<file path="config.mk">
export PLATFORM = sky130hd
export DESIGN_NAME = fetch_ctrl
export DESIGN_NICKNAME = d
export VERILOG_FILES = /design/src/rtl/core_pkg.sv /design/src/rtl/fetch_pc_reg.sv /design/src/rtl/fetch_ctrl.sv
export SDC_FILE = /design/constraint.sdc
export NUM_CORES = 1
export LEC_CHECK = 0
export ABC_AREA = 1
export CORE_MARGIN = 2
export CORE_UTILIZATION = 45
export CTS_CLUSTER_SIZE = 30
export DETAILED_ROUTE_END_ITERATION = 16
export PLACE_DENSITY_LB_ADDON = 0.08
export SLEW_MARGIN = 20
export SYNTH_ARGS = -nofsm -noshare
export SYNTH_HDL_FRONTEND = slang
export SYNTH_HIERARCHICAL = 1
export SYNTH_SLANG_ARGS = --single-unit
</file>
<file path="constraint.sdc">
create_clock -name clock -period 2 [get_ports clock]
set_clock_uncertainty 0.05 [all_clocks]
set_input_delay 0.4 -clock clock [delete_from_list [all_inputs] [get_ports clock]]
set_output_delay 0.4 -clock clock [all_outputs]
set_load 0.03 [all_outputs]
</file>
<file path="src/rtl/core_pkg.sv">
// Shared definitions for the fetch slice of the single-issue core.
package core_pkg;

  localparam int unsigned XLEN             = 32;
  localparam logic [31:0] RESET_PC_DEFAULT = 32'h0000_0000;
  localparam int unsigned INSTR_BYTES      = 4;

  // REQ: request presented; WAIT: awaiting response; HOLD: instruction held for decode;
  // DRAIN: killed request still outstanding, its response will be discarded.
  typedef enum logic [1:0] {
    StReq   = 2'd0,
    StWait  = 2'd1,
    StHold  = 2'd2,
    StDrain = 2'd3
  } fetch_state_e;

endpackage

</file>
<file path="src/rtl/fetch_pc_reg.sv">
// Architectural PC register: redirect load has priority over sequential increment.
module fetch_pc_reg #(
  parameter int unsigned     XLEN     = 32,
  parameter logic [XLEN-1:0] RESET_PC = '0
) (
  input  logic            clock,
  input  logic            reset,
  input  logic            i_load,
  input  logic [XLEN-1:0] i_load_pc,
  input  logic            i_inc,
  output logic [XLEN-1:0] o_pc
);
  import core_pkg::*;

  logic [XLEN-1:0] r_pc;

  // PC update; the increment wraps silently at the top of the address space.
  always_ff @(posedge clock) begin
    if (reset) begin
      r_pc <= RESET_PC;
    end else if (i_load) begin
      r_pc <= {i_load_pc[XLEN-1:2], 2'b00};
    end else if (i_inc) begin
      r_pc <= r_pc + XLEN'(INSTR_BYTES);
    end
  end

  assign o_pc = r_pc;

endmodule

</file>
<file path="src/rtl/fetch_ctrl.sv">
// Instruction fetch sequencer: one outstanding imem request, valid/ready hand-off to decode,
// execute redirects kill in-flight fetches.
module fetch_ctrl #(
  parameter int unsigned     XLEN     = 32,
  parameter logic [XLEN-1:0] RESET_PC = '0
) (
  input  logic            clock,
  input  logic            reset,
  input  logic            redir_valid,
  input  logic [XLEN-1:0] redir_pc,
  output logic            imem_req_valid,
  input  logic            imem_req_ready,
  output logic [XLEN-1:0] imem_req_addr,
  input  logic            imem_rsp_valid,
  input  logic [31:0]     imem_rsp_data,
  output logic            id_valid,
  output logic [31:0]     id_instr,
  output logic [XLEN-1:0] id_pc,
  input  logic            id_ready,
  output logic            busy
);
  import core_pkg::*;

  fetch_state_e    r_state;
  fetch_state_e    w_state_next;
  logic [XLEN-1:0] w_pc;
  logic            w_rsp_take;
  logic            w_hold_release;
  logic            r_id_valid;
  logic [31:0]     r_id_instr;
  logic [XLEN-1:0] r_id_pc;

  // A response is only kept if no redirect arrives in the same cycle.
  assign w_rsp_take     = (r_state == StWait) && imem_rsp_valid && !redir_valid;
  assign w_hold_release = (r_state == StHold) && (redir_valid || id_ready);

  fetch_pc_reg #(
    .XLEN     (XLEN),
    .RESET_PC (RESET_PC)
  ) u_pc_reg (
    .clock     (clock),
    .reset     (reset),
    .i_load    (redir_valid),
    .i_load_pc (redir_pc),
    .i_inc     (w_rsp_take),
    .o_pc      (w_pc)
  );

  // State register.
  always_ff @(posedge clock) begin
    if (reset) begin
      r_state <= StReq;
    end else begin
      r_state <= w_state_next;
    end
  end

  // Next-state logic; redirect overrides the sequential flow in every state.
  always_comb begin
    w_state_next = r_state;
    unique case (r_state)
      StReq: begin
        // A request accepted under a redirect still completes at the old address.
        if (imem_req_ready) w_state_next = redir_valid ? StDrain : StWait;
      end
      StWait: begin
        if (imem_rsp_valid)   w_state_next = redir_valid ? StReq : StHold;
        else if (redir_valid) w_state_next = StDrain;
      end
      StHold: begin
        if (redir_valid || id_ready) w_state_next = StReq;
      end
      StDrain: begin
        if (imem_rsp_valid) w_state_next = StReq;
      end
      default: w_state_next = StReq;
    endcase
  end

  // Decode-side holding register.
  always_ff @(posedge clock) begin
    if (reset) begin
      r_id_valid <= 1'b0;
      r_id_instr <= '0;
      r_id_pc    <= '0;
    end else if (w_rsp_take) begin
      r_id_valid <= 1'b1;
      r_id_instr <= imem_rsp_data;
      r_id_pc    <= w_pc;
    end else if (w_hold_release) begin
      r_id_valid <= 1'b0;
    end
  end

  // Outputs; id_valid is masked during a redirect so decode never handshakes a dead instruction.
  always_comb begin
    imem_req_valid = (r_state == StReq);
    imem_req_addr  = w_pc;
    busy           = (r_state == StWait) || (r_state == StDrain);
    id_valid       = r_id_valid && !redir_valid;
    id_instr       = r_id_instr;
    id_pc          = r_id_pc;
  end

endmodule
</file>
==> Word-level counts from Yosys, hierarchy flattened <==
Index checks and enable logic that the tools add are counted.
Widths: inputs -> output; s select.
{ "totals": {"register_bits": 99, "elab_cells": 38, "input_bits": 70, "out_inout_bits": 99} }
{ "classes": {"n_eq_ne": 7, "add_sub_neg": 1, "n_reduce_logical": 12, "muxes": 12} }
{ "ops": {"columns": ["op", "n"], "rows": [
  ["$mux 32", 2],
  ["$add 32x3->32 const B", 1],
  ["$mux 2", 7],
  ["$pmux 2 s4", 1],
  ["$eq 2x2->1 const B", 2],
  ["$logic_and 1x1->1", 4],
  ["$ne 2x1->1 const B", 2],
  ["$reduce_and 4->1", 1],
  ["$reduce_bool 2->1", 2],
  ["$ne 3x3->1 const B", 1],
  ["$eq 2x1->1 const B", 1],
  ["$logic_not 2->1", 1],
  ["$logic_or 1x1->1", 2],
  ["$mux 1", 2],
  ["$ne 2x2->1 const B", 1],
  ["$reduce_or 2->1", 1],
  ["$logic_not 1->1", 1]
]} }

==> Logic depth before layout (Yosys ltp) <==
Gate-level depths: netlist of run 1.
{ "depth": {"depth_word": 5, "ltp_mapped": 11, "ltp_nobuf": 10} }

==> By module <==
Netlist of run 1, hierarchy kept.
{ "modules_own_cells": {"columns": ["module", "cells_per_inst", "seq_area_each_um2", "instances", "area_each_um2"], "rows": [
  ["fetch_ctrl", 321, 1341.3, 1, 2512.4],
  ["fetch_pc_reg", 326, 600.6, 1, 2100.8]
]} }

==> Least setup slack after synthesis of run 1 <==
Ideal clock, no wire load.
{ "synth_timing": {"kind": "register to register", "startpoint": "register u_pc_reg.r_pc[3], in the netlist u_pc_reg/o_pc[3]", "endpoint": "register u_pc_reg.r_pc[22], in the netlist u_pc_reg/o_pc[22]", "path_slack_ps": 306, "path_buffers": 0, "stages_incl_launch_ff": 9, "setup_ps": 134, "t_arrival_ps": 1510, "t_required_ps": 1816, "period_less_slack_ps": 1694, "cell_sequence": "dfxtp_1 > ha_1 > nand2_2 > nor2_4 > nand2_4 > nor2_4 > nand3_1 > nand3_1 > a21oi_1"} }
{ "synth_between": {"elab_chain_cells": 3} }
{ "synth_lines": {"columns": ["element", "line_no", "rtl"], "rows": [
  ["start: declaration", "fetch_pc_reg.sv:15", "logic [XLEN-1:0] r_pc;"],
  ["start signal: assignment", "fetch_pc_reg.sv:22", "r_pc <= {i_load_pc[XLEN-1:2], 2'b00};"],
  ["start signal: assignment", "fetch_pc_reg.sv:24", "r_pc <= r_pc + XLEN'(INSTR_BYTES);"],
  ["$add 32x3->32", "fetch_pc_reg.sv:24", null],
  ["$mux 32", "fetch_pc_reg.sv:23", "end else if (i_inc) begin"],
  ["$mux 32", "fetch_pc_reg.sv:21", "end else if (i_load) begin"]
]} }
No other way between the ends. The select of a mux whose other input is x is not followed.
A chain may end at the register's enable or synchronous reset.

==> Final worst setup path of run 1 <==
{ "layout_timing": {"startpoint": "register u_pc_reg.r_pc[31], in the netlist u_pc_reg/o_pc[31]", "endpoint": "output port imem_req_addr[31]"} }
{ "layout_rtl": {"columns": ["element", "line_no", "rtl"], "rows": [
  ["end: declaration", "fetch_ctrl.sv:13", "output logic [XLEN-1:0] imem_req_addr,"]
]} }
No word-level cell between the ends.

==> flow_summary.ini, run 1 <==
[min_path]
hold_path_class = register to register

[global_route]
busiest_layer = met2
grt_pass1_vias = 4526
grt_use_met3 = 0.03896
antenna_found_initial = 0
grt_max_degree = 66
gr-total-overflow = 0
grt_usage = 0.2476
use_met2 = 0.4212
grt_use_met1 = 0.3265
grt_pass1_wl_um = 22140

[worst_setup_path]
regToRegSetupSlack_ps = 290
crit_required_ps = 1550
end_kind = output pin
critPathMaxStageDelay_ps = 710
critPathSlowestCell = clkdlybuf4s50_1
crit_type = register to output pin
critical_path.top_delay_family = buffers and inverters
path_buf_inv = 1
cp.arrival_ps = 1460
crit_path_start_kind = register
crit_path_cell_trace = clkdlybuf4s50_1
path_max_fanout = 5

[logic_synthesis]
synth.avg_cell_area_sq_um = 7.130
ys_seq_elements = 97
netlist_area_sq_um = 4613
ys_seq_area_frac = 0.4209
netlist_instances = 647
synth_top_area_share = 0.4209
ys_types = 30
yosys-top-cells-area = dfxtp_1, nor2_1, nand2_1
yosysWarnings = 6
yosys.area.top_type = dfxtp_1

[finish]
areaGrowthSynthToFinish_pct = 43.31
drive_above_1_share = 0.09794
diodes = 0
fin_util = 0.6702
nNetsFinal = 894
fillers = 875

[die]
die_h_um = 105.3
die-width_um = 105.3
num_io_pins = 169
start_util = 0.4677
fp.dieArea_sq_um = 11080
rows = 36
core_area_sq_um = 9864

[clocking]
cts_root_buf = clkbuf_8
worstSkewPairLatency_ps = 360
cts_tree = done
clock_sinks = 97
path_clk_slew_ps = 90
cts_resized = 13
cts_buffer_depth = 2
holdBufCountCts = 0
cts_setup_buffers = 0
cts_made_buffers = 9
cts_htree_levels = 3

[sta]
max_clock_freq_mhz = 523.0
rsz0062_at_grt = false
slew_violations = 0
finalSetupViolCount = 0
timing.final.crit_share = 0.9560
period_needed_ps = 1912
finalHoldViolations = 0
tns_ps = 0
fin_hold_ws_ps = 426.7

[placed_design]
dp.final_hpwl_um = 9827
gp_congestion = 0.8867
port_buffers = 164

[pwr]
power.density_nw_per_um2 = 664.0
ir_worst_vdd_v = 0.0003653
leakagePower_nw = 2.612

[routing]
antenna_left = 0
wl_per_cell_um = 14.15
wirelength_um = 13580
via_per_inst = 5.035
drt_iter0_drc = 226
first_pass_iters = 5
num_vias = 4834
drcViolationCount = 0

[job]
drv_cap = 0

[status]
status = finished, final reports clean
==> flip-flops by register name, indices dropped and copies added, names as in the netlist <==
name	cells
id_instr	32
r_state	2
u_pc_reg/o_pc	30
id_pc	32
r_id_valid	1
==> final cells by class <==
class	instances	area, sq um	area share
multi-input cells	479	2271	0.3435
well taps	133	166.4	0.02517
clock buffers	13	158.9	0.02403
flip-flops and latches	97	1942	0.2937
clock inverters	2	13.76	0.002082
inverters	38	143.9	0.02176
repair buffers	198	1916	0.2897
==> final timing paths <==
kind                     startpoint                end  cells after the start
setup / recovery  u_pc_reg/o_pc[31]  imem_req_addr[31]                      1
hold / removal           r_id_valid         r_id_valid                      2
setup reg to reg   u_pc_reg/o_pc[3]  u_pc_reg/o_pc[20]                      9
hold reg to reg          r_id_valid         r_id_valid                      2
==> cell usage in the layout, fill, tap and decap left out, types with 5 or more instances in the layout <==
cell | netlist | final
xor2_1 | 5 | 5
nand2_1 | 104 | 104
dlymetal6s2s_1 | 0 | 5
dlygate4sd2_1 | 0 | 13
a31oi_1 | 5 | 5
nand3_1 | 37 | 37
o21ai_0 | 43 | 43
dfxtp_1 | 97 | 97
nor2_1 | 170 | 170
o21ai_1 | 30 | 30
inv_1 | 34 | 33
clkdlybuf4s50_1 | 0 | 145
nand2_2 | 8 | 8
nor2_4 | 12 | 12
buf_4 | 4 | 33
a21oi_1 | 25 | 25
clkbuf_8 | 0 | 11
a22oi_1 | 20 | 20
==> metrics by stage <==
step	total power [mW]	setup slack, ps	instance area [sq um]	instances
finish	4.390	87.95	6611	960
detailed placement	3.280	6.544	6442	945
global placement	3.256	47.60	6442	945
CTS	4.433	1.168	6599	960
floorplan	2.795	305.8	4617	648
global route	4.617	6.300	6611	960
==> power by group <==
part	leakage (nW)	internal, mW	switching, mW
Combinational	1.73	0.474	0.603
Clock	0.0895	0.516	0.654
Sequential	0.792	2.05	0.0925
Total	2.61	3.04	1.35
==> Yosys cell counts <==
| cell | n |
|---|---|
| buf_2 | 4 |
| o21ai_0 | 43 |
| inv_2 | 3 |
| clkinv_2 | 1 |
| buf_4 | 4 |
| xor2_1 | 5 |
| nor3_1 | 1 |
| clkbuf_1 | 14 |
| a21oi_2 | 3 |
| nand3_1 | 37 |
| buf_6 | 6 |
| nor2_4 | 12 |
| a31oi_1 | 5 |
| nor2_1 | 170 |
| nand2_2 | 8 |
| buf_8 | 6 |
| nor2_2 | 1 |
| inv_1 | 34 |
| dfxtp_1 | 97 |
| and2_1 | 3 |
| nand3_2 | 3 |
| o21bai_1 | 2 |
| conb_1 | 1 |
| a21oi_1 | 25 |
| nand2_1 | 104 |
| a22oi_1 | 20 |
| nand2_4 | 2 |
| o21ai_1 | 30 |
| ha_1 | 1 |
| or2_1 | 2 |
==> layer usage <==
layer	vias up	share of wire
li1	2437	-
met1	2244	0.46
met2	145	0.48
met3	8	0.047
met4	0	0.0068
met5	-	0
==> cell families (layout without fill, tap and decap cells) <==
kind of cell | after synthesis | count (layout) | synth area share
AND/OR/NAND/NOR | 343 | 343 | 0.3238
AO/OA/AOI/OAI | 128 | 128 | 0.1546
flip-flops | 97 | 97 | 0.4209
buffers and inverters | 72 | 251 | 0.08760
XOR/XNOR | 5 | 5 | 0.009492
adder cells (fa/ha/maj) | 1 | 1 | 0.002712
other | 1 | 2 | 0.0008129
Note: power is estimated with default switching activity, not from simulation.
==> run 2: changes to the inputs <==
--- a/config.mk
+++ b/config.mk
@@ -8,9 +8,8 @@
 export ABC_AREA = 1
 export CORE_MARGIN = 2
 export CORE_UTILIZATION = 45
-export CTS_CLUSTER_SIZE = 30
 export DETAILED_ROUTE_END_ITERATION = 16
-export PLACE_DENSITY_LB_ADDON = 0.08
+export PLACE_DENSITY = 0.82
 export SLEW_MARGIN = 20
 export SYNTH_ARGS = -nofsm -noshare
 export SYNTH_HDL_FRONTEND = slang
==> flow_summary.ini, run 2 (synthesis results as in run 1) <==
[worst_setup_path]
end_kind = output pin
crit_path_cell_trace = clkdlybuf4s50_1
rr_startpoint = r_state[0]
cp-startpoint = u_pc_reg/o_pc[12]
path_buf_inv = 1
path_max_fanout = 5
critical_path.top_delay_family = buffers and inverters
critPathSlowestCell = clkdlybuf4s50_1
regToRegSetupSlack_ps = 310
crit_required_ps = 1550
critPathMaxStageDelay_ps = 700
crit_path_start_kind = register
cp.arrival_ps = 1460
crit_type = register to output pin

[global_route]
grt_use_met3 = 0.03278
busiest_layer = met2
grt_max_degree = 66
grt_use_met1 = 0.3323
grt_usage = 0.2532
use_met2 = 0.4207
grt_pass1_wl_um = 22690
grt_pass1_vias = 4526
antenna_found_initial = 0
gr-total-overflow = 0

[sta]
max_clock_freq_mhz = 524.6
layout_setup_ws_ps = 93.61
slew_violations = 0
tns_ps = 0
fin_hold_ws_ps = 429.0
period_needed_ps = 1906
finalSetupViolCount = 0
finalHoldViolations = 0
timing.final.crit_share = 0.9532
rsz0062_at_grt = false

[clocking]
clock_sinks = 97
cts_made_buffers = 9
path_clk_slew_ps = 90
cts_root_buf = clkbuf_8
holdBufCountCts = 0
cts_buffer_depth = 2
worstSkewPairLatency_ps = 360
cts_tree = done
cts_htree_levels = 3

[die]
start_util = 0.4677
die-width_um = 105.3
fp.dieArea_sq_um = 11080
core_area_sq_um = 9864
rows = 36
die_h_um = 105.3
num_io_pins = 169

[placed_design]
dp.final_hpwl_um = 10600
preCtsSetupSlack_ps = -37.02
place_area_sq_um = 6455
port_buffers = 164
place_inst = 945
gp_congestion = 0.9721

[routing]
drt_iter0_drc = 349
drcViolationCount = 0
antenna_left = 0
wirelength_um = 14050
via_per_inst = 5.100
num_vias = 4901
first_pass_iters = 5
wl_per_cell_um = 14.61

[finish]
fillers = 858
final_cells = 961
final_common_cell = nor2_1
areaGrowthSynthToFinish_pct = 44.81
diodes = 0
fin_area_sq_um = 6680
nNetsFinal = 894
drive_above_1_share = 0.09903
layout_common_cells = nor2_1, clkdlybuf4s50_1, nand2_1
fin_util = 0.6772

[pwr]
ir_worst_vdd_v = 0.0004266
leakagePower_nw = 2.618
power_mw = 4.752
power.density_nw_per_um2 = 711.3

[min_path]
hold_path_class = register to register
hold_path.startpoint = r_id_valid

[job]
drv_cap = 0

[status]
status = finished, final reports clean
run 2: routing by layer:
metal / up-vias / part of all wire / wire, um
li1: 2437 / - / -
met1: 2265 / 0.44 / 6178
met2: 172 / 0.49 / 6826
met3: 27 / 0.052 / 729
met4: 0 / 0.022 / 311
met5: - / 0 / 0
run 2: layout make-up:
type	instances	area, sq um	share of cell area
clock buffers	11	131.4	0.01967
clock inverters	5	103.9	0.01555
flip-flops and latches	97	1942	0.2907
inverters	38	143.9	0.02154
well taps	133	166.4	0.02491
repair buffers	198	1922	0.2877
multi-input cells	479	2271	0.3400
run 2: worst paths after layout:
kind | cells past startpoint | endpoint
worst max-delay path | 1 | imem_req_addr[12]
worst min-delay path | 2 | r_id_valid
worst max register to register | 9 | u_pc_reg/o_pc[27]
worst min register to register | 2 | r_id_valid
run 2: what timing repair did:
action                                  CTS  global route
resized for setup                        14             3
setup buffers                             0             0
endpoints found under the setup margin   14             3
run 2: where the power goes:
group | switching [mW] | internal [mW] | leakage [nW]
combinational | 0.619 | 0.476 | 1.71
sequential | 0.0936 | 2.05 | 0.792
clock | 0.680 | 0.833 | 0.118
total | 1.39 | 3.36 | 2.62
run 2: worst register-to-register path: stages (launching register included):
cell,delay (ps)
dfxtp_1,460
inv_2,80
nor2_4,110
nand3_2,120
clkinv_2,110
nand2_1,100
inv_1,130
buf_12,180
nand3_1,110
a21oi_1,160
==> run 3: changes to the inputs <==
--- a/config.mk
+++ b/config.mk
@@ -9,7 +9,7 @@
 export CORE_MARGIN = 2
 export CORE_UTILIZATION = 45
 export DETAILED_ROUTE_END_ITERATION = 16
-export PLACE_DENSITY = 0.82
+export PLACE_DENSITY = 0.88
 export SLEW_MARGIN = 20
 export SYNTH_ARGS = -nofsm -noshare
 export SYNTH_HDL_FRONTEND = slang
==> flow_summary.ini, run 3 (synthesis results as in run 1) <==
[finish]
fin_area_sq_um = 6665
seq_area_sq_um = 1942
nNetsFinal = 891
fin_util = 0.6757
layout_common_cells = nor2_1, clkdlybuf4s50_1, nand2_1
multi_input_area_sq_um = 2271
areaGrowthSynthToFinish_pct = 44.48
drive_above_1_share = 0.09939
final_common_cell = nor2_1
fillers = 820
diodes = 0
final_cells = 958

[routing]
via_per_inst = 5.089
num_vias = 4875
drcViolationCount = 0
wl_per_cell_um = 14.85
antenna_left = 0
drt_iter0_drc = 326
wirelength_um = 14230
first_pass_iters = 5

[worst_setup_path]
path_buf_inv = 1
path_max_fanout = 5
critPathSlowestCell = clkdlybuf4s50_1
regToRegSetupSlack_ps = 290
crit_path_cell_trace = clkdlybuf4s50_1
crit_required_ps = 1550
rr_startpoint = u_pc_reg/o_pc[3]
rr_endpoint = u_pc_reg/o_pc[26]
ff2ff_path_depth = 9
crit_path_start_kind = register
end_kind = output pin
critPathMaxStageDelay_ps = 710
crit_type = register to output pin
critical_path.top_delay_family = buffers and inverters
cp.arrival_ps = 1480

[pwr]
power.density_nw_per_um2 = 703.8
ir_worst_vdd_v = 0.0004341
leakagePower_nw = 2.664
power_mw = 4.691

[placed_design]
gp_congestion = 0.9140
preCtsSetupSlack_ps = -33.14
place_area_sq_um = 6432
dp.final_hpwl_um = 10330
port_buffers = 164
place_inst = 942

[min_path]
holdPathEnd = id_instr[16]
hold_path.startpoint = id_instr[16]
hold_path_class = register to register
worst_hold_path.num_cells = 2

[global_route]
grt_max_degree = 66
antenna_found_initial = 0
gr-total-overflow = 0
grt_usage = 0.2581
grt_pass1_wl_um = 23300
grt_pass1_vias = 4787

[sta]
slew_violations = 0
max_clock_freq_mhz = 518.6
rsz0062_at_grt = false
layout_setup_ws_ps = 71.55
finalSetupViolCount = 0
fin_hold_ws_ps = 440.1
period_needed_ps = 1928
finalHoldViolations = 0
tns_ps = 0
timing.final.crit_share = 0.9642

[die]
fp.dieArea_sq_um = 11080
num_io_pins = 169
rows = 36
core_area_sq_um = 9864
die-width_um = 105.3
die_h_um = 105.3
start_util = 0.4677

[clocking]
clock_sinks = 97
cts_tree = done
path_clk_slew_ps = 90
cts_setup_buffers = 0
cts_htree_levels = 3
cts_root_buf = clkbuf_8
cts_buffer_depth = 2
holdBufCountCts = 0
worstSkewPairLatency_ps = 370
cts_made_buffers = 9

[status]
status = finished, final reports clean

[job]
drv_cap = 0
-- run 3: cell count changes in the layout (fill, tap and decap cells not counted), moves of 2 or more --
cell / delta
dlygate4sd2_1: -2
clkbuf_1: -2
clkdlybuf4s50_1: -3
dlymetal6s2s_1: +5
buf_4: -3
-- run 3: repair_timing --
| action | CTS | global route |
|---|---|---|
| setup endpoints to repair | 12 | 8 |
| hold endpoints to repair | 0 | 0 |
| resized for setup | 12 | 8 |
-- run 3: worst max path at each step --
stage               slack [ps]               from  cells past startpoint                end
floorplan                  310   u_pc_reg/o_pc[3]                      8  u_pc_reg/o_pc[22]
finish                      70  u_pc_reg/o_pc[31]                      1  imem_req_addr[31]
detailed placement         -30        redir_valid                      9   u_pc_reg/o_pc[6]
global placement            30        redir_valid                      9  u_pc_reg/o_pc[19]
CTS                          2  u_pc_reg/o_pc[11]                      1  imem_req_addr[11]
global route                30  u_pc_reg/o_pc[31]                      1  imem_req_addr[31]
-- run 3: cell type report --
class | instances | share of cell area
clock buffer | 10 | 0.02065
clock inverter | 6 | 0.01352
inverter | 38 | 0.02159
multi-input combinational | 479 | 0.3407
sequential | 97 | 0.2913
tap | 133 | 0.02497
timing repair buffer | 195 | 0.2872
-- run 3: routing by layer --
layer | wire [um] | up-vias | track usage | part of all wire
li1 | - | 2432 | - | -
met1 | 5988 | 2211 | 0.3151 | 0.42
met2 | 7130 | 207 | 0.4594 | 0.50
met3 | 893 | 25 | 0.04020 | 0.063
met4 | 214 | 0 | 0.08857 | 0.015
met5 | 0 | - | 0 | 0
-- run 3: power breakdown --
group | internal, mW | total (mW) | switching, mW
clock | 0.744 | 1.46 | 0.715
combinational | 0.473 | 1.08 | 0.608
sequential | 2.05 | 2.15 | 0.100
total | 3.27 | 4.69 | 1.42
